[src/rtl/sram_pattern_check.sv]
// SRAM pin stage: registers sequencer outputs onto the async SRAM pins, writes
// pattern data and checks every address on the read sweep against the regenerated value.
module sram_pattern_check #(
    parameter int ADDR_W  = 18,
    parameter int DATA_W  = 16,
    parameter int RD_WAIT = 2
) (
    input  logic              clk,
    input  logic              clr,
    input  logic              we,
    input  logic              en,
    input  logic [ADDR_W-1:0] sram_addr,
    input  logic [2:0]        pattern,
    input  logic              err_clr,
    input  logic [DATA_W-1:0] sram_din,
    output logic [ADDR_W-1:0] sram_a,
    output logic              sram_ce_n,
    output logic              sram_oe_n,
    output logic              sram_we_n,
    output logic [DATA_W-1:0] sram_dout,
    output logic              sram_dout_oe,
    output logic [1:0]        phase,
    output logic              err,
    output logic [15:0]       err_cnt,
    output logic [ADDR_W-1:0] first_err_addr,
    output logic [DATA_W-1:0] first_err_data,
    output logic              sweep_done
);

    typedef enum logic [1:0] {
        IDLE   = 2'd0,
        WSWEEP = 2'd1,
        RSWEEP = 2'd2
    } phase_t;

    localparam logic [3:0]        STAB_MAX  = 4'(RD_WAIT);
    localparam logic [ADDR_W-1:0] LAST_ADDR = '1;

    phase_t state, state_nxt;
    logic [3:0] stab;
    logic       chk;
    logic       in_read, stab_load, check, mismatch, last_check;

    // Patterns only define the low 16 bits; wider data buses read zeros above.
    function automatic logic [DATA_W-1:0] exp_data(input logic [ADDR_W-1:0] a,
                                                   input logic [2:0] p);
        logic [15:0]       a16;
        logic [15:0]       v;
        logic [DATA_W-1:0] r;
        a16 = 16'(a);
        case (p)
            3'd0:    v = 16'h0000;
            3'd1:    v = 16'hFFFF;
            3'd2:    v = a16[0] ? 16'h5555 : 16'hAAAA;
            3'd3:    v = a16;
            3'd4:    v = ~a16;
            3'd5:    v = 16'h5555;
            3'd6:    v = {a16[7:0], a16[15:8]};
            default: v = 16'hAAAA;
        endcase
        r       = '0;
        r[15:0] = v;
        return r;
    endfunction

    assign in_read    = (state == RSWEEP);
    assign stab_load  = (sram_addr != sram_a) || !in_read;
    assign check      = in_read && (stab == STAB_MAX) && !chk;
    assign mismatch   = (sram_din != exp_data(sram_a, pattern));
    assign last_check = check && (sram_a == LAST_ADDR);
    assign phase      = state;

    always_comb begin
        state_nxt = state;
        case (state)
            IDLE:    if (en) state_nxt = WSWEEP;
            WSWEEP:  if (!en) state_nxt = RSWEEP;
            RSWEEP: begin
                if (en)              state_nxt = WSWEEP;
                else if (last_check) state_nxt = IDLE;
            end
            default: state_nxt = IDLE;
        endcase
    end

    always_ff @(posedge clk or posedge clr) begin
        if (clr) begin
            state        <= IDLE;
            sram_a       <= '0;
            sram_we_n    <= 1'b1;
            sram_dout    <= '0;
            sram_dout_oe <= 1'b0;
            sram_ce_n    <= 1'b1;
            sram_oe_n    <= 1'b1;
            stab         <= '0;
            chk          <= 1'b0;
            sweep_done   <= 1'b0;
        end else begin
            state        <= state_nxt;
            sram_a       <= sram_addr;
            sram_we_n    <= we | ~en;
            sram_dout    <= exp_data(sram_addr, pattern);
            sram_dout_oe <= en;
            sram_ce_n    <= ~(en | in_read);
            sram_oe_n    <= ~(~en & in_read);
            // An address change or leaving the read sweep restarts the settle window.
            if (stab_load) begin
                stab <= '0;
                chk  <= 1'b0;
            end else begin
                if (stab != STAB_MAX) stab <= stab + 4'd1;
                if (check) chk <= 1'b1;
            end
            sweep_done <= last_check && !en;
        end
    end

    // err_clr wins over a simultaneous mismatch.
    always_ff @(posedge clk or posedge clr) begin
        if (clr) begin
            err            <= 1'b0;
            err_cnt        <= '0;
            first_err_addr <= '0;
            first_err_data <= '0;
        end else if (err_clr) begin
            err            <= 1'b0;
            err_cnt        <= '0;
            first_err_addr <= '0;
            first_err_data <= '0;
        end else if (check && mismatch) begin
            err <= 1'b1;
            if (err_cnt != 16'hFFFF) err_cnt <= err_cnt + 16'd1;
            if (!err) begin
                first_err_addr <= sram_a;
                first_err_data <= sram_din;
            end
        end
    end

endmodule

[config.mk]
export PLATFORM = sky130hd
export DESIGN_NAME = sram_pattern_check
export DESIGN_NICKNAME = d
export VERILOG_FILES = /design/src/rtl/sram_pattern_check.sv
export SDC_FILE = /design/constraint.sdc
export NUM_CORES = 1
export LEC_CHECK = 0
export BUFFER_PORTS_ARGS = -buffer_cell sky130_fd_sc_hd__buf_2
export CAP_MARGIN = 20
export CORE_ASPECT_RATIO = 1.2
export CORE_MARGIN = 2
export CORE_UTILIZATION = 48
export DETAILED_ROUTE_END_ITERATION = 8
export PLACE_DENSITY = 0.76
export SETUP_SLACK_MARGIN = 0.02
export SYNTH_ARGS = -nofsm -noshare
export SYNTH_HDL_FRONTEND = slang
export SYNTH_SLANG_ARGS = --single-unit
[constraint.sdc]
create_clock -name clk -period 2.85 [get_ports clk]
set_input_delay 0.4275 -clock clk [delete_from_list [all_inputs] [get_ports clk]]
set_output_delay 0.4275 -clock clk [all_outputs]
set_load 0.01 [all_outputs]
## After elaboration in Yosys (flattened, before gate mapping)

Cells that the tools add are included.

| cells by class | value |
|---|---|
| bitwise logic cells | 8 |
| eq/ne operators | 18 |
| reductions and logical operators | 18 |
| add/subtract/negate cells | 2 |
| muxes and demuxes | 24 |

Operators with widths:

| cell | count |
|---|---|
| $pmux W16 S7 | 2 |
| $mux W16 | 8 |
| $mux W18 | 3 |
| $not A16 Y16 | 2 |
| $eq A18 B18 Y1 const B | 1 |
| $ne A18 B18 Y1 | 1 |
| $add A16 B1 Y16 const B | 1 |
| $ne A16 B16 Y1 | 1 |
| $ne A16 B16 Y1 const B | 1 |
| $eq A3 B3 Y1 const B | 3 |
| $mux W2 | 4 |
| $mux W4 | 2 |
| $reduce_bool A2 Y1 | 4 |
| $eq A3 B2 Y1 const B | 2 |
| $ne A2 B2 Y1 const B | 3 |
| $pmux W2 S3 | 1 |
| $logic_and A1 B1 Y1 | 5 |
| $add A4 B1 Y4 const B | 1 |
| $eq A4 B2 Y1 const B | 1 |
| $mux W1 | 4 |
| $ne A4 B2 Y1 const B | 1 |
| $reduce_and A2 Y1 | 2 |
| $eq A3 B1 Y1 const B | 1 |
| $logic_not A1 Y1 | 3 |
| 10 further kinds | 13 |

| word-level totals | value |
|---|---|
| bits of input ports | 42 |
| bits in registers | 97 |
| output and inout port bits | 92 |

## Depth between registers and ports, before layout

Gate-level depths: netlist of the first run.

| logic depth | value |
|---|---|
| word-level depth | 7 |
| mapped depth | 12 |
| mapped depth without buffers | 8 |

## Least setup slack after synthesis of the first run

No wires, ideal clock.

| path | value |
|---|---|
| path kind | input port to flip-flop |
| start | input pattern[2] |
| end | register first_err_addr[0] |
| path buffers | 3 |
| stages | 11 |
| slack | 333 ps |
| arrival | 2,385 ps |
| cells stage by stage | buf_2 nor2_2 or3b_1 and4_1 nor4_2 nand4_1 o31ai_1 buf_4 buf_8 mux2i_1 nor2_1 |

| on the way | value |
|---|---|
| cells in the longest elaborated chain, start to end | 6 |

RTL lines:

| item | RTL line | text |
|---|---|---|
| start: declaration | 13 | `input logic [2:0] pattern,` |
| $eq A3 B3 Y1, or another cell as far along | 51 | `case (p)` |
| $pmux W16 S7 * | 51 |  |
| $ne A16 B16 Y1 * | 69 | `assign mismatch = (sram_din != exp_data(sram_a, pattern));` |
| $logic_and A1 B1 Y1 * | 130 | `end else if (check && mismatch) begin` |
| $reduce_bool A2 Y1 (no line) * | n/a |  |
| $reduce_and A2 Y1 (no line) * | n/a |  |
| end signal: assignment | 134 | `first_err_addr <= sram_a;` |
| end: declaration | 25 | `output logic [ADDR_W-1:0] first_err_addr,` |

Every way passes the cells marked *; elsewhere a longest branch is shown, timed or not.
A chain may end at the register's enable or synchronous reset.

## Worst setup path after layout of the first run

| path | value |
|---|---|
| start | register sram_a[0] |
| end | register first_err_data[13] |

| on the way | value |
|---|---|
| cells in the longest elaborated chain, start to end | 6 |

RTL lines:

| item | RTL line | text |
|---|---|---|
| start: declaration | 16 | `output logic [ADDR_W-1:0] sram_a,` |
| start signal: assignment | 100 | `sram_a <= sram_addr;` |
| $mux W16 / $not A16 Y16 (equally long branches) | 54, 56 |  |
| $pmux W16 S7 * | 51 |  |
| $ne A16 B16 Y1 * | 69 |  |
| $logic_and A1 B1 Y1 * | 130 |  |
| $reduce_bool A2 Y1 (no line) * | n/a |  |
| $reduce_and A2 Y1 (no line) * | n/a |  |
| end signal: assignment | 135 | `first_err_data <= sram_din;` |
| end: declaration | 26 | `output logic [DATA_W-1:0] first_err_data,` |

Marked as above.

==> results of run 1 <==
==> state kept, by name, summed over array words and instances, names as in the netlist <==
signal          count
sram_oe_n           1
err                 1
sram_dout_oe        1
chk                 1
phase               2
first_err_data     16
sram_a             18
sram_ce_n           1
err_cnt            16
first_err_addr     18
sweep_done          1
stab                4
sram_dout          16
sram_we_n           1
==> logic make-up after synthesis <==
family | after synthesis
AOI/OAI and AO/OA | 135
xor gates and xnor gates | 28
adders and majority gates | 3
buffers and inverters | 47
DFF | 97
muxes | 42
and+or+nand+nor | 199
==> placed cells by master, fill, tap and decap left out, types with 5 or more instances in the layout <==
| cell type | instances |
|---|---|
| buf_2 | 133 |
| dfrtp_1 | 94 |
| nor2_1 | 66 |
| a21oi_1 | 37 |
| mux2i_1 | 35 |
| buf_4 | 35 |
| o21ai_0 | 34 |
| nand2_1 | 27 |
| xor2_1 | 21 |
| nand2b_1 | 17 |
| o211ai_1 | 11 |
| nand4_1 | 10 |
| nor2b_1 | 10 |
| o22ai_1 | 9 |
| clkbuf_16 | 9 |
| a2bb2oi_1 | 8 |
| nor4_1 | 7 |
| xnor2_1 | 7 |
| nor3_1 | 7 |
| and4_1 | 7 |
| or4_1 | 7 |
| mux2_1 | 7 |
| nand3_1 | 6 |
| inv_1 | 6 |
| a31oi_1 | 6 |
| and3_1 | 6 |
| o31ai_1 | 6 |
| buf_12 | 6 |
| and2_1 | 5 |
| and3b_1 | 5 |
| or3b_1 | 5 |
==> final cells by class <==
cell class              instances  area, um^2
repair buffers                174        1049
inverters                       7       30.03
clock inverters                 5       62.56
multi-input cells             407        2639
fillers                       932        4259
well taps                     132       165.2
clock buffers                  11       242.7
flip-flops and latches         97        2431
==> layer usage <==
metal  vias to the layer above  share of wire (%)  track usage, %
met2                       173                 51           41.89
met3                        31                5.4           4.049
li1                       2280                  -               -
met5                         -                  0               0
met1                      2340                 41           33.00
met4                         0                2.8           11.30
==> final timing paths <==
check | startpoint | slack [ps] | cells after the start | endpoint
max reg2reg | sram_a[0] | 210 | 9 | first_err_data[13]
min in group clk | sram_addr[16] | 220 | 1 | sram_a[16]
min | clr | 200 | 2 | sram_dout[7]
min reg2reg | chk | 520 | 1 | chk
max in group asynchronous | clr | 1910 | 3 | sram_we_n
max | sram_a[0] | 210 | 9 | first_err_data[13]
==> power by group <==
part           internal (mW)  switching (mW)
sequential              1.42          0.0307
clock                  0.713           0.545
combinational          0.184           0.269
total                   2.31           0.845
==> stage by stage <==
| stage | area, um^2 | instances | power, mW |
|---|---|---|---|
| after CTS | 6619 | 833 | 3.171 |
| after detailed placement | 6314 | 817 | 1.922 |
| after floorplan | 5298 | 551 | 1.726 |
| after global placement | 6314 | 817 | 1.911 |
| after global routing | 6619 | 833 | 3.278 |
| final | 6619 | 833 | 3.159 |
==> results.txt, run 1 <==
The via count is 4824. The count of buffers added on input and output ports is 133. The number of routed nets with antenna violations came out at 0. The top cell family by delay on the critical path is simple AND/OR/NAND/NOR gates. The final setup violation count came out at 0. For this run, the leading register cell type out of synthesis is dfrtp_1. In this run, distinct cell masters in the synthesized netlist total 62. The post-layout minimum cycle time came out at between 2000 and 3000 ps. Counting the buffers created by CTS gives 9. The number of nets in the layout came out at 741.

The initial cell density of the core is 48.67%. The detailed router's first-iteration violation count came out at slightly below 400. Setup repair after global routing left no endpoint under its margin. The flow ran to the end, and the final reports show no timing, DRC or antenna violations.

Measured against its own limit, the worst slew margin works out to 48.02%. The number of antenna violations at the first check in global routing is 0. The mapped cell area came out at 0.005294 mm^2. The I/O pin total is between 100 and 150. In this run the clock root is driven by a clkbuf_16. The startpoint type of the worst setup path is a register. The number of resized instances in the post-cts repair step is 0. The global-route usage over all layers came out at about a quarter. The worst supply voltage drop on vdd came out at 0.2737 mV.

The adder-cell share of the synthesized area came out at less than 1%. The hold slack is 196.2 ps. The post-layout utilization of the core is 60.85%. CTS built an H-tree with a depth of 3. dfrtp_1 takes more of the synthesized area than any other cell. The final estimated routing congestion in global placement is between 0.8 and 0.9. From left edge to right edge, the die measures 99.87 um. After synthesis, the largest family of logic cells by area is simple AND/OR/NAND/NOR gates. In this run, synthesis inferred 0 flip-flops with an integrated enable. The kind of capture point of the worst setup path is a register. In the routed design, unresolved DRC markers number 0. After clock tree synthesis, the clock-pin slew on the worst setup and hold paths is 70 ps. The multiplexer fraction of the synthesized cell area is 8.107%. The number of buffers inserted by post-CTS setup repair came out at 0. The power per cell area is 477.3 mW/mm^2.

Traced cell by cell, the critical path runs through and3b_1 > a21oi_1 > o2111a_1 > nor4_1 > nand4_1 > o31ai_4 > buf_12 > mux2i_1 > nor2_1. Synthesis produced a netlist with a net count of 596. After global routing the overflow that remains totals 0.

The floorplan step defined a die boundary enclosing 0.01189 mm^2. The average wire per cell in the routed design is 17.75 um. The setup clock skew after layout is 6.278 ps. For the worst setup path, the data arrival time is ~2900 ps. The slowest stage of the critical path belongs to the cell dfrtp_1. The fraction of registers with async set/reset came out at 100.0%.

From synthesis to final layout, the design area changed by 25.03%. The sequential element share of the synthesized area is 45.92%. The path class of the tightest hold or removal check is primary input to asynchronous set/reset pin.

The number of failing hold endpoints at the final stage came out at 0. The via count of the first global-routing pass came to 4611. The simple logic cell fraction of the synthesized area is 20.26%. The maximum achievable frequency came out at 0.3793 GHz. The final critical-path share of the clock period is ~92%.

STA puts the critical path data required time at 3060 ps. The leakage power came out at 3.387 nW. Of the total synthesized cell area, the portion taken by XOR and XNOR cells is 4.632%.

The number of antenna repair diodes came out at 0. The number of detailed-route iterations in the first pass is 5. Once routing completed, OpenROAD measured the worst setup slack at 213.9 ps. The cell count after synthesis is 551. The overall die height is 119.0 um. The hold buffer count at cts is 0. Sorting the synthesized cells by area gives the leading types as dfrtp_1 (44%), mux2i_1 (6.6%), nor2_1 (4.7%). The total count of max-transition violations in the final report was 0. Counting instances in the post-synthesis netlist gives the leading cell types as dfrtp_1 (94), nor2_1 (66), a21oi_1 (37), mux2i_1 (35), o21ai_0 (34).

The first-pass GRT wire length came out at 23.88 mm. After detailed routing, the number of vias per cell comes to 5.791. The clock latency of the later-clocked register in the worst-skew pair is 350 ps. The CTS tree is built. The clock net sink count is 97. The estimated wirelength of the detail-placed design came out at 10.89 mm.

Summed over all failing endpoints, the final setup total negative slack is 0 ps. The largest net degree at the start of global routing came out at 47. The area fraction of the dominant cell type after synthesis is 44.43%.

The area fraction in compound gates after synthesis is around 16%. The clock passes through at most 2 buffers. The detailed-route wire length came out at 14.79 mm.

The critical path is of the register to register type. Each instance of the synthesized netlist takes up on average 9.608 um^2. The number of synthesis warnings came out at 0. The floorplan step defined a core boundary enclosing 0.01088 mm^2. The highest cell delay on the worst timing path came out at 490 ps. The most common cell in the synthesized netlist is dfrtp_1.

OpenSTA, run right after detailed placement, puts the worst setup slack at -109.4 ps. The cell row count came out at 42. The post-route netlist has 28.10% of its cells at a drive strength greater than 1. In this run the worst path has a maximum fanout of 18. The count of max-cap constraint violations is 0. The synthesized design contains slightly below 100 register bits. The number of buffers and inverters on the critical path is 1.

At the pin with the least slew margin, the transition time is around 770 ps.
Power figures use the tool's default switching activity.
==> run 2: changes to the inputs <==
--- a/config.mk
+++ b/config.mk
@@ -5,13 +5,13 @@
 export SDC_FILE = /design/constraint.sdc
 export NUM_CORES = 1
 export LEC_CHECK = 0
-export BUFFER_PORTS_ARGS = -buffer_cell sky130_fd_sc_hd__buf_2
+export BUFFER_PORTS_ARGS = -buffer_cell sky130_fd_sc_hd__buf_4
 export CAP_MARGIN = 20
 export CORE_ASPECT_RATIO = 1.2
 export CORE_MARGIN = 2
-export CORE_UTILIZATION = 48
+export CORE_UTILIZATION = 52
 export DETAILED_ROUTE_END_ITERATION = 8
-export PLACE_DENSITY = 0.76
+export PLACE_DENSITY = 0.78
 export SETUP_SLACK_MARGIN = 0.02
 export SYNTH_ARGS = -nofsm -noshare
 export SYNTH_HDL_FRONTEND = slang
==> constraint.sdc (replaced) <==
create_clock -name clk -period 3.03 [get_ports clk]
set_input_delay 0.606 -clock clk [delete_from_list [all_inputs] [get_ports clk]]
set_output_delay 0.606 -clock clk [all_outputs]
set_load 0.01 [all_outputs]
==> run 2 against run 1 <==
Net effect: critical endpoint is now first_err_data[11]; register-to-register slack better by 40 ps; non-clock buffer count shrank 10; critical path depth is 2 higher; setup slack got worse by 14 ps; clock power is 13% lower; wire length down 1.1%; clock-buffer cell count did not move; global-route usage rose by 2.0 points; largest power group unchanged; power decreased by 7.7%; design area increased by 3.4%; largest cell class unchanged.
==> results.txt, run 2 (synthesis results as in run 1) <==
The top cell types in the final layout, fill and taps aside, are buf_4 (159), dfrtp_1 (94), nor2_1 (66), a21oi_1 (37), mux2i_1 (35). The detailed-route wire length is 14.62 mm. The number of antenna repair diodes came out at 0. The transition time of the tightest slew-check pin is 924.5 ps. The area of the multi-input gates came out at 0.002640 mm^2.

Timing would allow up to 0.3534 GHz. The overall die height came out at 114.5 um. The global routing stage identified its most utilized layer as met2. The hold slack came out at between 300 and 400 ps. The worst setup path is launched from a primary input. The clock net sink count came out at between 90 and 100. The final estimated routing congestion in global placement is 0.8727. After layout, the worst setup slack is 200.2 ps.

The cell row count came out at 40. The fill cell total of the finished layout is ~800. The category of the critical setup timing path is primary input to register.

Setup total negative slack on the finished layout was measured at 0 ps. The first TritonRoute pass finished after 5 iterations. The remaining max-slew budget at the tightest pin came out at 37.80%. Summed over all nets, the half-perimeter wirelength after detailed placement is around 11 mm. The global-route usage over all layers came out at 27.41%.

The largest registers in the layout are first_err_addr (18), sram_a (18). The count of max-cap constraint violations is 0. The first-pass GRT wire length came out at 23.56 mm. Prior to clock tree synthesis, the placed netlist has a worst setup slack of -154.4 ps. The worst-path maximum fanout is 25. ~130 I/O pins were placed.

The area used by sequential logic in the layout is 0.002431 mm^2. The total count of max-transition violations in the final report came out at 0. The clock input transition at the sequential cells of the worst setup and hold paths is 70 ps. In the routed layout, each cell is associated on average with a via count of a little under 6.

The layout-stage area growth over the synthesis result is 29.26%. Buffers inserted to repair hold after CTS numbered 0. The H-tree was split into 3 levels. The worst setup path is captured at a register.

TritonCTS built the clock tree. The global-route track usage on met1 came out at 35.89%. The share of post-route cells with drive strength above 1 is 27.35%.

The count of nets left with antenna violations once routing finished came out at 0. The average wire per cell in the routed design is 17.90 um. The power per cell area came out at between 400 and 500 mW/mm^2. The count of input and output buffers is 133. The slack of the worst reg-to-reg path is 250 ps. The number of resized instances in the post-cts repair step is 0. The path type of the worst min-delay path is primary input to register.

The setup clock skew after layout is 6.371 ps. Buffers added to address setup during post-CTS repair amount to 0. The leakage power is 3.387 nW. The final setup violation count came out at 0. The worst path uses 93.39% of the clock period.

The remaining global-route overflow came out at 0. The buffer levels on the longest clock path came out at 2. After detailed routing, the number of remaining DRC violations is 0. The largest net degree at the start of global routing came out at 98. The initial cell density of the core came out at 53.15%. The region available for standard cell placement spans 0.009960 mm^2. Data on the critical path arrives at its endpoint at 3030 ps. The met2 usage came out at 45.83%. The post-layout minimum cycle time came out at between 2000 and 3000 ps. The number of nets in the layout came out at 731. The number of antenna violations at the first check in global routing is 0. The number of failing hold endpoints at the final stage came out at 0. The number of clock buffers inserted by TritonCTS is 9. In the global route stage, met3 resource usage came out at about 4.2%. The most frequent standard cell in the layout excluding fill and tap cells is buf_4. The area of the die came out at 0.01101 mm^2. Across the VDD grid, the largest voltage drop is 0.3300 mV. The via count of the first global-routing pass came to 4690. Setup repair after global routing left no endpoint under its margin. STA puts the critical path data required time at around 3200 ps. In this run the clock root is driven by a clkbuf_16.

The flow ran to the end, and the final reports show no timing, DRC or antenna violations. The via count came out at 4809. The floorplan step set the die width to roughly 96 um. For the worst-skew pair, the clock arrives at the later sink with an insertion delay of 340 ps.

The first routing iteration left 313 violations.
## run 2: cell types whose count changed in the layout (fill, tap and decap cells not counted), sizes merged
cell	before	now
bufinv	1	0
clkinv	1	2
clkinvlp	2	3
inv	8	7
buf	174	164
## run 2: stage by stage
stage               util [%]  instances  area [um^2]  total power [mW]
global placement       65.78        801         6551             1.825
CTS                    68.69        817         6842             2.934
finish                 68.71        817         6843             2.916
global route           68.71        817         6843             3.035
detailed placement     65.78        801         6551             1.836
floorplan                  -        551         5298             1.624
## run 2: layout make-up
class	count	area share [%]
Clock buffer	11	3.694
Clock inverter	5	0.5485
Inverter	7	0.4388
Multi-Input combinational cell	407	38.58
Sequential cell	97	35.53
Tap cell	126	2.304
Timing Repair Buffer	164	18.91
## run 2: worst paths after layout
kind                               startpoint                  to  depth (start not counted)
max                                pattern[0]  first_err_data[11]                         11
min                             sram_addr[16]          sram_a[16]                          1
max reg2reg                         sram_a[9]  first_err_data[11]                          9
min reg2reg                first_err_data[13]  first_err_data[13]                          2
max in group asynchronous                 clr   first_err_addr[2]                          3
min in group asynchronous                 clr        sram_dout_oe                          3
## run 2: critical path, stage by stage
cell and delay, ps:
buf_4 220, nor2_2 60, buf_4 160, or3b_1 370, and4_1 200, a311oi_1 250
nand4_1 260, o31ai_4 380, buf_12 230, mux2i_1 210, nor2_1 60
## run 2: where the power goes
| group | switching, mW | leakage [nW] | total [mW] | internal, mW |
|---|---|---|---|---|
| logic | 0.248 | 1.99 | 0.447 | 0.200 |
| registers | 0.0338 | 1.26 | 1.37 | 1.33 |
| clock network | 0.496 | 0.138 | 1.10 | 0.605 |
## run 2: routing by layer
| metal | wire length (um) | up-vias |
|---|---|---|
| met5 | 0 | - |
| met4 | 352 | 0 |
| met3 | 840 | 29 |
| met2 | 7491 | 188 |
| met1 | 5938 | 2345 |
| li1 | - | 2247 |
